--- config.mk ---
export PLATFORM = sky130hd
export DESIGN_NAME = extend_unit_pipe
export DESIGN_NICKNAME = d
export VERILOG_FILES = /design/src/rtl/ext_pkg.sv /design/src/rtl/ext_result_fifo.sv /design/src/rtl/extend_unit_pipe.sv
export SDC_FILE = /design/constraint.sdc
export NUM_CORES = 1
export LEC_CHECK = 0
export CORE_ASPECT_RATIO = 0.75
export CORE_MARGIN = 8
export CORE_UTILIZATION = 40
export CTS_CLUSTER_DIAMETER = 150
export DETAILED_ROUTE_END_ITERATION = 6
export PLACE_DENSITY = 0.69
export SLEW_MARGIN = 20
export SYNTH_ARGS = -nofsm -noshare
export SYNTH_HDL_FRONTEND = slang
export SYNTH_SLANG_ARGS = --single-unit
--- constraint.sdc ---
create_clock -name clk -period 3.25 [get_ports clk]
set_input_delay 0.65 -clock clk [delete_from_list [all_inputs] [get_ports clk]]
set_output_delay 0.65 -clock clk [all_outputs]
set_load 0.005 [all_outputs]
--- src/rtl/ext_pkg.sv ---
// Mode encoding and the shared extend/align function used by extend_unit_pipe.
// The function works on a MAX_W-wide word so one body serves every DATA_W/IMM_W.
package ext_pkg;

   localparam int MAX_W = 64;
   localparam logic [MAX_W-1:0] ONE = MAX_W'(1);

   typedef enum logic [2:0] {
      EXT_SE   = 3'b000,
      EXT_ZE   = 3'b001,
      EXT_LUI  = 3'b010,
      EXT_LUI2 = 3'b011,
      EXT_LB   = 3'b100,
      EXT_LBU  = 3'b101,
      EXT_LH   = 3'b110,
      EXT_LHU  = 3'b111
   } ext_mode_e;

   typedef struct packed {
      logic             misal;
      logic [MAX_W-1:0] data;
   } ext_res_t;

   function automatic ext_res_t ext_compute(input ext_mode_e        mode,
                                            input logic [MAX_W-1:0] word,
                                            input logic [5:0]       off,
                                            input int               data_w,
                                            input int               imm_w);
      ext_res_t         r;
      logic [MAX_W-1:0] shifted;
      logic [MAX_W-1:0] imm_mask;
      logic [MAX_W-1:0] field;
      logic [MAX_W-1:0] ext_mask;
      logic             sgn;
      logic             msb;
      int               fw;

      r        = '0;
      shifted  = word >> (int'(off) * 8);
      imm_mask = (ONE << imm_w) - ONE;
      field    = '0;
      fw       = imm_w;
      sgn      = 1'b0;

      case (mode)
         EXT_SE, EXT_ZE: begin
            field = word & imm_mask;
            sgn   = (mode == EXT_SE);
         end
         EXT_LUI, EXT_LUI2: begin
            field = (word & imm_mask) << imm_w;
            fw    = 2 * imm_w;
            sgn   = 1'b1;
         end
         EXT_LB, EXT_LBU: begin
            field = shifted & MAX_W'(8'hff);
            fw    = 8;
            sgn   = (mode == EXT_LB);
         end
         default: begin
            // An odd offset, or a half that would run past the word, yields a
            // flagged zero result rather than a partial half.
            r.misal = off[0] || ((int'(off) * 8 + 16) > data_w);
            field   = r.misal ? '0 : (shifted & MAX_W'(16'hffff));
            fw      = 16;
            sgn     = (mode == EXT_LH);
         end
      endcase

      msb      = |(field & (ONE << (fw - 1)));
      ext_mask = (ONE << fw) - ONE;
      r.data   = (sgn && msb) ? (field | ~ext_mask) : field;
      r.data   = r.data & ((ONE << data_w) - ONE);
      return r;
   endfunction

endpackage

--- src/rtl/ext_result_fifo.sv ---
// DEPTH-entry result queue holding {misal, tag, data}; head is always visible
// on rdata, pointers wrap naturally because DEPTH is a power of two.
module ext_result_fifo #(
   parameter int W     = 38,
   parameter int DEPTH = 2
) (
   input  logic                     clk,
   input  logic                     rst,
   input  logic                     push,
   input  logic                     pop,
   input  logic [W-1:0]             wdata,
   output logic [W-1:0]             rdata,
   output logic [$clog2(DEPTH):0]   count
);

   localparam int PTR_W = $clog2(DEPTH);

   logic [W-1:0]     mem [DEPTH];
   logic [PTR_W-1:0] wr_ptr;
   logic [PTR_W-1:0] rd_ptr;

   // NOTE: sequential state uses non-blocking assignments so every register
   // samples pre-edge values regardless of statement order.
   always_ff @(posedge clk or posedge rst) begin
      if (rst) begin
         // NOTE: the storage is reset too, because rdata is the output
         // register view and must read zero straight out of reset.
         for (int i = 0; i < DEPTH; i++) mem[i] <= '0;
         wr_ptr <= '0;
         rd_ptr <= '0;
         count  <= '0;
      end else begin
         if (push) begin
            mem[wr_ptr] <= wdata;
            wr_ptr      <= wr_ptr + 1'b1;
         end
         if (pop) rd_ptr <= rd_ptr + 1'b1;
         case ({push, pop})
            2'b10:   count <= count + 1'b1;
            2'b01:   count <= count - 1'b1;
            default: ;
         endcase
      end
   end

   assign rdata = mem[rd_ptr];

endmodule

--- src/rtl/extend_unit_pipe.sv ---
// Registered extend/align unit: immediate SE/ZE/LUI and load byte/half
// extraction, buffered in a small FIFO so writeback can stall.
module extend_unit_pipe
   import ext_pkg::*;
#(
   parameter int DATA_W = 32,
   parameter int IMM_W  = 16,
   parameter int TAG_W  = 5,
   parameter int DEPTH  = 2
) (
   input  logic                        clk,
   input  logic                        rst,
   input  logic                        in_valid,
   output logic                        in_ready,
   input  logic [2:0]                  in_mode,
   input  logic [DATA_W-1:0]           in_data,
   input  logic [$clog2(DATA_W/8)-1:0] in_off,
   input  logic [TAG_W-1:0]            in_tag,
   output logic                        out_valid,
   input  logic                        out_ready,
   output logic [DATA_W-1:0]           out_data,
   output logic [TAG_W-1:0]            out_tag,
   output logic                        out_misal,
   output logic [$clog2(DEPTH):0]      out_count
);

   localparam int CNT_W = $clog2(DEPTH) + 1;
   localparam int ENT_W = 1 + TAG_W + DATA_W;
   localparam logic [CNT_W-1:0] FULL_CNT = CNT_W'(DEPTH);

   logic [MAX_W-1:0] word;
   ext_res_t         res;
   logic             push;
   logic             pop;

   // NOTE: every always_comb output gets a default first so no path can
   // leave it unassigned and infer a latch.
   always_comb begin
      word             = '0;
      word[DATA_W-1:0] = in_data;
      res              = ext_compute(ext_mode_e'(in_mode), word, 6'(in_off), DATA_W, IMM_W);
   end

   // A full buffer still accepts when the head leaves in the same cycle.
   assign in_ready  = (out_count != FULL_CNT) || out_ready;
   assign out_valid = (out_count != '0);
   assign push      = in_valid && in_ready;
   assign pop       = out_valid && out_ready;

   if (DATA_W < MAX_W) begin : g_hi
      logic unused_hi;
      assign unused_hi = |res.data[MAX_W-1:DATA_W];
   end

   ext_result_fifo #(
      .W     (ENT_W),
      .DEPTH (DEPTH)
   ) u_fifo (
      .clk   (clk),
      .rst   (rst),
      .push  (push),
      .pop   (pop),
      .wdata ({res.misal, in_tag, res.data[DATA_W-1:0]}),
      .rdata ({out_misal, out_tag, out_data}),
      .count (out_count)
   );

endmodule

==> results.md, run 1 <==
* Status: completed
* Least-Margin Pin Slew at 737 ps
* Antenna cells at 0
* Simple-Gate Fraction of Synth Area at 16.6%
* TritonRoute pass-1 iters at 4
* Number of antenna violations at the first check in global routing at 0
* Hold Path Stages at 2
* GR Layer Usage met2 at a little over a quarter
* Yosys cell types at 44
* Utilization after layout at approximately 53%
* Slowest stage cell, crit path: clkdlybuf4s50_1
* Core footprint at 11000 µm²
* Worst-case clock skew at 5.53 ps
* Fillers at between 900 and 1000
* GP Congestion at between 0.8 and 0.9
* Synth Instances at roughly 440
* Vias in the first global route at slightly below 4000
* Reg clk slew, reported paths at roughly 60 ps
* H-tree levels at 3
* Fin crit period at 2890 ps
* Ranking of synthesized cells by area: dfrtp_1 44%, o41ai_2 11%, mux2_2 9.5%
* Setup crit end kind: flop
* Met3 usage at between 5 and 6%
* # hold bufs at CTS at 0
* Synthesized area per cell at about 10 µm²
* MaxCap Viol Count at 0
* Synth Area in Adders at ~1.9%
* Routed vias at between 3000 and 4000
* Synth area leader: dfrtp_1
* CTS tree: done
* Dpl cells at roughly 640
* Clk buf depth at 2
* Crit-path max cell delay at about 600 ps
* CTS root buffer: clkbuf_16
* Post-synth EDFFs at 0
* Core Rows at 33
* Nets at between 500 and 600
* WP depth at 7
* Horiz. Die Dim at roughly 140 µm
* IO Count at 88
* Clk sinks at 80
* Initial Util at 41.2%
* First-pass GRT wire length at roughly 21000 µm
* Buf/Inv on CP at 2
* Setup bufs post-CTS at 0
* XOR/XNOR Fraction of Synth Area at 0.774%
* Worst hold path type: reg -> reg
* Multi-input logic area at around 2300 µm²
* Remaining Overflow, GRT at 0
* Reg2Reg Depth at 3
* Synthesized flop and latch total at 80
* Largest family of logic cells by synthesized area: compound AO/OA/AOI/OAI gates
* Highest Clock Rate at approximately 350 MHz
* Syn nets at ~490
* Register area at roughly 2000 µm²
* Post-synthesis compound-gate area fraction at a little over 20%
* Power Total at between 0.005 and 0.006 W
* Hold Fails Final Rpt at 0
* Fin Setup TNS at 0 ps
* Max-slew violations at 0
* Post-route DRC at 0
* Period Utilization, post-route at between 80% and 90%
* RSZ-0062 raised after global routing: false
* Die height at 108 µm
* Layout area overhead at 29.7%
* Detailed Place HPWL at between 8000 and 9000 µm
* Pwr/cell area at 864 nW/µm²
* DRT iter0 DRCs at between 200 and 300
* Grt peak-use layer: met2
* Worst-Skew Late Latency at around 340 ps
* Pin count of the biggest net entering global routing at 57
* Number of synthesis warnings at 0
* Max VDD drop at a little over 0.5 mV
* Met1 usage in global routing at ~22%
* Delay-heaviest family, CP: buffers and inverters
* Most used DFF post-synth: dfrtp_1
* Slew headroom at ~51%
* Total wire length at 12600 µm
* WP data arrival at around 3100 ps
* Crit-path cells: clkdlybuf4s50_1 -> ha_1 -> or3b_1 -> or2_1 -> o2111a_2 -> buf_12 -> o41ai_1
* Crit path max fanout at 32
* Proportion of synthesized area in mux cells at 11.3%
* Cts repair resizes at 0
* Synthesized area at 4530 µm²
* Die area at ~15000 µm²
* Yosys top cell area share at 44.2%
* Drt via density at 5.67
* Asr flop ratio synth at between 90% and 100%
* Port bufs at 87
* Non-filler cells, final at about 660
* Inserted Clock Buffers at 9
* GRT Util Overall at roughly 17%
* Final ANT Viol Nets at 0
* Startpoint types: input port
* WL per Instance at between 15 and 20 µm
* Register area share after synthesis at 44.2%
* Pleak at between 2 and 3 nW
* Setup Viol. Count Final at 0
* WP data required at 3460 ps
* Layout cells sized above 1 at 19.7%
* Crit path kind: in -> reg
==> final cells by class <==
| type | count | area share [%] |
|---|---|---|
| Clock buffer | 12 | 4.37 |
| Clock inverter | 3 | 1.11 |
| Inverter | 6 | 0.384 |
| Multi-Input combinational cell | 319 | 39.8 |
| Sequential cell | 80 | 34.1 |
| Tap cell | 140 | 2.98 |
| Timing Repair Buffer | 98 | 17.3 |
==> Yosys cell counts, types with 2 or more instances <==
library cell	instances
buf_4	3
and2_1	4
xnor2_1	2
dfrtp_1	80
o41ai_1	2
o21bai_1	2
inv_1	6
ha_1	7
nand2_1	88
buf_6	3
nor3_1	5
o2bb2ai_1	6
a21oi_1	3
o211ai_1	3
nor4_1	2
a31oi_1	4
clkbuf_1	15
buf_2	12
nor2b_1	18
o21ai_0	20
mux2_2	38
o41ai_2	30
mux2i_1	7
nand2b_1	3
xor2_1	2
nor2_1	40
a221oi_1	17
==> per-layer routing <==
| layer | vias to the layer above | part of all wire [%] |
|---|---|---|
| li1 | 1726 | - |
| met1 | 1847 | 46 |
| met2 | 137 | 45 |
| met3 | 21 | 7.5 |
| met4 | 0 | 1.5 |
| met5 | - | 0 |
==> state kept, by name (all words and copies together), names as in the netlist <==
| name | flops |
|---|---|
| u_fifo.wr_ptr | 1 |
| u_fifo.count | 2 |
| u_fifo.mem | 76 |
| u_fifo.rd_ptr | 1 |
==> worst register-to-register path, cell delays in order, from the launching register on <==
cell and delay [ps]:
dfrtp_1 430, or3b_2 610, and2_1 430, a221oi_1 430
==> path summary, 6_finish.rpt <==
kind	slack [ps]	start	to
setup reg to reg	1220	u_fifo.count[0]$_DFFE_PP0P_	u_fifo.mem[12]$_DFFE_PP0P_
setup / recovery	360	in_mode[2]	u_fifo.mem[68]$_DFFE_PP0P_
min in group asynchronous	730	rst	u_fifo.mem[17]$_DFFE_PP0P_
hold reg to reg	470	u_fifo.mem[1]$_DFFE_PP0P_	u_fifo.mem[1]$_DFFE_PP0P_
hold / removal	470	u_fifo.mem[1]$_DFFE_PP0P_	u_fifo.mem[1]$_DFFE_PP0P_
max in group asynchronous	1820	rst	u_fifo.wr_ptr$_DFFE_PP0N_
==> through the flow <==
stage          hold slack (ps)  worst slack [ps]  instance area [µm²]
6_report                   475               364                 5870
3_3_place_gp               452               197                 5550
5_1_grt                    484               253                 5870
3_5_place_dp               459              47.9                 5550
4_1_cts                    477               391                 5870
2_1_floorplan              439               548                 4530
==> power by group <==
part / switching (W) / leakage, nW / internal, W / total [W]
logic: 0.00104 / 1.39 / 0.00128 / 0.00232
clock network: 0.000378 / 0.159 / 0.000709 / 0.00109
registers: 0.000231 / 1.03 / 0.00144 / 0.00167
total: 0.00164 / 2.58 / 0.00343 / 0.00508
==> logic make-up (layout without fill, tap and decap cells) <==
family	after synthesis	count (layout)
AND/OR/NAND/NOR	169	169
XOR/XNOR	4	4
multiplexers	46	46
adder cells (fa/ha/maj)	7	7
buffers and inverters	40	119
flip-flops	80	80
AO/OA/AOI/OAI	93	93
==> cells in the final DEF (no fill, tap or decap), types with 6 or more instances in the layout <==
cell             count
mux2_2              38
o2bb2ai_1            6
nand2_1             86
nor2_1              40
ha_1                 7
o41ai_2             30
a221oi_1            17
clkbuf_16            9
mux2i_1              7
clkdlybuf4s50_1     87
nor2b_1             18
buf_4                6
o21ai_0             20
dfrtp_1             80
No activity file was read; power rests on OpenSTA's default activity.
==> run 2, diff against run 1 <==
--- a/config.mk
+++ b/config.mk
@@ -11,6 +11,7 @@
 export CTS_CLUSTER_DIAMETER = 150
 export DETAILED_ROUTE_END_ITERATION = 6
 export PLACE_DENSITY = 0.69
+export RECOVER_POWER = 100
 export SLEW_MARGIN = 20
 export SYNTH_ARGS = -nofsm -noshare
 export SYNTH_HDL_FRONTEND = slang
==> run 2 against run 1 <==
Register-to-register slack lost 440 ps. First-iteration DRC count shrank 12%. Clock power is essentially flat. Critical path type is now in -> out. Largest power group unchanged.
==> results.md, run 2 (same netlist as run 1, synthesis figures left out) <==
* First-pass GRT wire length at 20600 µm (unchanged)
* Fillers at 1024 (+4.7%)
* Core footprint at 11000 µm² (unchanged)
* Place WS at 47.9 ps (unchanged)
* Top Registers: u_fifo.mem: 76 flops, u_fifo.count: 2 flops
* IO Count at 88 (unchanged)
* Crit-path max cell delay at 630 ps (+30 ps)
* Crit path max fanout at 8 (-75%)
* Final ANT Viol Nets at 0 (unchanged)
* Antenna cells at 0 (unchanged)
* Clk sinks at 80 (unchanged)
* Die height at 108 µm (unchanged)
* Port bufs at 87 (unchanged)
* Reg clk slew, reported paths at 60 ps (about the same)
* Status: completed
* WP data arrival at 2390 ps (-710 ps)
* Die area at 15000 µm² (unchanged)
* Setup Viol. Count Final at 0 (unchanged)
* Routed vias at 3677 (-1.4%)
* GRT Util Overall at 17.3% (unchanged)
* Layout cells sized above 1 at 12.5% (-7.1 points)
* Pin count of the biggest net entering global routing at 57 (unchanged)
* Fin Setup TNS at 0 ps (unchanged)
* GP Congestion at 0.889 (unchanged)
* Number of antenna violations at the first check in global routing at 0 (unchanged)
* Startpoint types: input port
* TritonRoute pass-1 iters at 5 (+1)
* Detailed Place HPWL at 8980 µm (unchanged)
* Post-route DRC at 0 (unchanged)
* Max FFs per register at 76 (unchanged)
* MaxCap Viol Count at 0 (unchanged)
* Commonest cells after routing, fill and taps aside: 87 x nand2_1, 80 x dfrtp_1, 52 x clkdlybuf4s50_1, 40 x nor2_1, 35 x dlygate4sd3_1
* Worst-case clock skew at 5.13 ps (-0.401 ps)
* Cts repair resizes at 0 (unchanged)
* Layout area overhead at 24.4%
* Initial Util at 41.2% (unchanged)
* Slew headroom at 21.6% (-29 points)
* Least-Margin Pin Slew at 1170 ps (+437 ps)
* Crit-path cells: dlygate4sd3_1 -> or3b_2 -> dlygate4sd3_1
* Most common cell after layout, fill and taps aside: nand2_1
* Highest Clock Rate at 329 MHz (-5.1%)
* Slowest stage cell, crit path: dlygate4sd3_1
* Fin crit period at 3040 ps (+155 ps)
* Horiz. Die Dim at 139 µm (unchanged)
* Crit path kind: in -> out
* Setup bufs post-CTS at 0 (unchanged)
* Most frequent CP cell: dlygate4sd3_1
* Max-slew violations at 0 (unchanged)
* Clk buf depth at 2 (unchanged)
* CTS tree: done
* Nets at 567 (unchanged)
* Drt via density at 5.59 (-1.4%)
* WP data required at 2600 ps (-860 ps)
* Inserted Clock Buffers at 9 (unchanged)
* WL per Instance at 19.1 µm (about the same)
* CTS root buffer: clkbuf_16
* # hold bufs at CTS at 0 (unchanged)
* H-tree levels at 3 (unchanged)
* Setup crit end kind: output port
* Pwr/cell area at 853 nW/µm² (-1.3%)
* Utilization after layout at 51.3% (-2.2 points)
* Largest Register: u_fifo.mem
* Period Utilization, post-route at 93.6% (+4.8 points)
* Max VDD drop at 0.496 mV (-3.6%)
* Worst setup margin at 209 ps (-155 ps)
* Vias in the first global route at 3883 (unchanged)
* Remaining Overflow, GRT at 0 (unchanged)
* DRT iter0 DRCs at 230 (-12%)
* Min Hold Slack at 472 ps (-2.09 ps)
* Total wire length at 12600 µm (about the same)
* Hold Fails Final Rpt at 0 (unchanged)
* Pleak at 2.49 nW (-3.7%)
* RSZ-0062 raised after global routing: false
* Core Rows at 33 (unchanged)
* Worst-Skew Late Latency at 330 ps (about the same)
* Worst hold path type: reg -> reg
-- run 2: changes by cell type in the layout (fill, tap and decap cells not counted), sizes merged --
cell	before	now
buf	11	7
clkbuf	12	16
clkdlybuf4s50	87	52
dlygate4sd3	0	35
-- run 2: worst max-delay path: cells and delay by family --
kind                   cells  cell delay, ps
buffers and inverters      2            1170
and+or+nand+nor            1             570
-- run 2: metrics by stage --
step	instances	instance area [µm²]	power, W
after floorplan	439	4530	0.00296
after global placement	643	5550	0.00394
after detailed placement	643	5550	0.00401
after CTS	658	5870	0.00514
after global routing	658	5630	0.00515
final	658	5630	0.00480
-- run 2: cell type report --
type                       instances  area, µm²  area share [%]
clock buffer                      12        256            4.56
sequential                        80       2000            35.6
clock inverter                     3       65.1            1.16
multi-input combinational        319       2140            38.0
tap                              140        175            3.11
timing repair buffer              98        971            17.2
inverter                           6       22.5           0.400
-- run 2: worst paths after layout --
kind                       slack, ps  depth (start not counted)                         end                   startpoint
max                              210                          3                    in_ready                    out_ready
min                              470                          2  u_fifo.mem[17]$_DFFE_PP0P_   u_fifo.mem[17]$_DFFE_PP0P_
max reg2reg                      780                          4  u_fifo.mem[39]$_DFFE_PP0P_  u_fifo.count[0]$_DFFE_PP0P_
min reg2reg                      470                          2  u_fifo.mem[17]$_DFFE_PP0P_   u_fifo.mem[17]$_DFFE_PP0P_
max in group asynchronous       1320                          3  u_fifo.mem[10]$_DFFE_PP0P_                          rst
min in group asynchronous       1080                          2  u_fifo.mem[17]$_DFFE_PP0P_                          rst
-- run 2: report_power, final --
group	internal (W)	total, W	switching [W]
clock network	0.000709	0.00108	0.000375
logic	0.00108	0.00205	0.000968
registers	0.00144	0.00167	0.000230
total	0.00323	0.00480	0.00157
-- run 2: per-layer routing --
| layer | wire (µm) | vias to the layer above | track usage (%) |
|---|---|---|---|
| met2 | 5720 | 140 | 27.4 |
| met4 | 170 | 0 | 5.15 |
| li1 | - | 1726 | - |
| met1 | 5590 | 1792 | 22.4 |
| met3 | 1070 | 19 | 5.41 |
| met5 | 0 | - | 0 |
==> run 3, diff against run 2 <==
--- a/config.mk
+++ b/config.mk
@@ -12,7 +12,6 @@
 export DETAILED_ROUTE_END_ITERATION = 6
 export PLACE_DENSITY = 0.69
 export RECOVER_POWER = 100
-export SLEW_MARGIN = 20
 export SYNTH_ARGS = -nofsm -noshare
 export SYNTH_HDL_FRONTEND = slang
 export SYNTH_SLANG_ARGS = --single-unit
==> results of run 3 <==
Same layout as run 2: the final DEF is identical, and so are final timing and power.
==> patch: new RTL, settings of run 3 <==
Set the parameter `DATA_W` to 64 (it was 32).
--- a/src/rtl/extend_unit_pipe.sv
+++ b/src/rtl/extend_unit_pipe.sv
@@ -5,3 +5,3 @@
 #(
-   parameter int DATA_W = 32,
+   parameter int DATA_W = 64,
    parameter int IMM_W  = 16,
Interface: changed (resized in_data, in_off and out_data); port bits go from 88 to 153. The function was not compared with the original's and may differ.
==> patch against run 3 <==
  * The flow now finishes with violations (capacitance limit, slew limit)
  * Critical path depth is the same
  * Synthesized cell count grew 9.1%
  * Area after synthesis grew 19%
  * Utilization grew 5.0 points
  * Worst setup slack lost 0.00079 ns
  * Power grew 31%
  * Final area grew 31%
  * Combinational power grew 50%
  * Routed wire length grew 33%
  * Sequential cell count grew 16
  * Global-route usage grew 2.0 points
  * Sequential power grew 26%
  * Critical path type is now flip-flop to primary output
  * Largest power group unchanged
==> patch: results (changes against run 3) <==
** Synth
- By instance count, the leading cell after synthesis is sky130_fd_sc_hd__dfrtp_1.
- The sequential area share after synthesis was 44.5% (+0.22 points).
- Top cells by count, synth :: sky130_fd_sc_hd__dfrtp_1, sky130_fd_sc_hd__nand2_1, sky130_fd_sc_hd__mux2_2
- The count of mapped cells out of synthesis is 479 (+9.1%).

** Status
- The run finished, with violations left.
- The checks that failed: capacitance limit, slew limit.

** Drt
- The wire length on met3 was 1.68 mm (+56%).
- Metal-1 WL :: 7.00 mm (+25%)
- Per-cell via count in the routed design :: 5.61 (+0.37%)
- The length of routed met2 wiring was 7.90 mm (+38%).
- DR iter-0 viols :: 417 (+81%)
- Total length of routed wires :: 16.7 mm (+33%)

** Timing
- The max-slew headroom at the worst pin was -22.6% (-44 points).
- Post-route clock skew :: 0.00743 ns (+0.00230 ns)
- The final-report max-slew violation count came to 47 (+47).

** Layout
- The largest registers in the layout are u_fifo.mem (92), u_fifo.count (2).
- Filler instances :: 1,096 (+7.0%)
- The post-route non-filler standard cell count is 795 (+21%).

** Placement
- Port Buffer Count :: 152 (+75%)
- Weighted congestion at the end of routability-driven global placement :: 0.832 (-6.4%)

** Critical path
- The highest fanout seen on the critical path was 20 (+12).
- Master of the slowest instance on the critical path :: sky130_fd_sc_hd__dfrtp_2
- The worst stage delay on the critical path was 0.69 ns (+0.06 ns).

** GRT
- The global router's overall resource usage is 19.3% (+2.0 points).
- The global routing usage on met3 came to 6.70% (+1.3 points).
- Met1 track demand over resource :: 24.8% (+2.4 points)
- The initial antenna violation count came to 1 (+1).
- Number of global-route vias before repair :: 4,745 (+22%)
- Global-route wire length before repair :: 26.2 mm (+27%)
- Pin count of the biggest net entering global routing :: 48 (-16%)

** Power and ir drop
- P_leak :: 3.38 nW (+36%)
- The total power divided by cell area was 851 nW/um^2 (-0.27%).
- The clock group share of total power came to 17.5% (-5.1 points).

** Worst hold path
- HP Start :: u_fifo.mem[109]$_DFFE_PP0P_

** Job
- Number of maximum-capacitance violations :: 1 (+1)
## patch: changes by cell type after synthesis, sizes merged, moves of 12 or more
cell / change
buf: +12
dfrtp: +16
a221oi: -15
o41ai: -32
mux4: +16
o221a: +31
o21ai: -17
nand2: -24
mux2: +12
a211o: +16
clkbuf: +15
## patch: final cells by class
type,count,area [sq um],share of cell area (%)
antenna,1,2.50,0.0339
clock buffer,10,229,3.11
clock inverter,6,72.6,0.984
inverter,5,18.8,0.255
multi-input combinational,317,2650,35.9
sequential,96,2400,32.6
tap,171,214,2.90
timing repair buffer,189,1780,24.2
## patch: worst paths after layout
| path | endpoint | slack (ns) | depth (start not counted) |
|---|---|---|---|
| setup / recovery | out_data[31] | 0.21 | 3 |
| hold reg to reg | u_fifo.mem[109]$_DFFE_PP0P_ | 0.48 | 1 |
| setup reg to reg | u_fifo.mem[126]$_DFFE_PP0P_ | 0.63 | 5 |
| max in group asynchronous | u_fifo.mem[138]$_DFFE_PP0P_ | 0.65 | 3 |
| min in group asynchronous | u_fifo.mem[75]$_DFFE_PP0P_ | 1.34 | 2 |
| hold / removal | u_fifo.mem[109]$_DFFE_PP0P_ | 0.48 | 1 |
## patch: logic make-up (layout without fill, tap and decap cells)
group | Yosys count | count (layout) | share of synthesized area (%)
and+or+nand+nor | 134 | 134 | 11.6
AOI/OAI and AO/OA | 105 | 105 | 17.9
DFF | 96 | 96 | 44.5
muxes | 66 | 66 | 17.1
buffers and inverters | 66 | 210 | 6.53
adders and majority gates | 8 | 8 | 1.85
xor gates and xnor gates | 4 | 4 | 0.648
other | 0 | 1 | 0
## patch: through the flow
step                      TNS, ns  hold slack, ns
after floorplan                 0           0.440
after global placement          0           0.452
after detailed placement  -0.0160           0.461
after CTS                       0           0.479
after global routing            0           0.497
final                           0           0.477
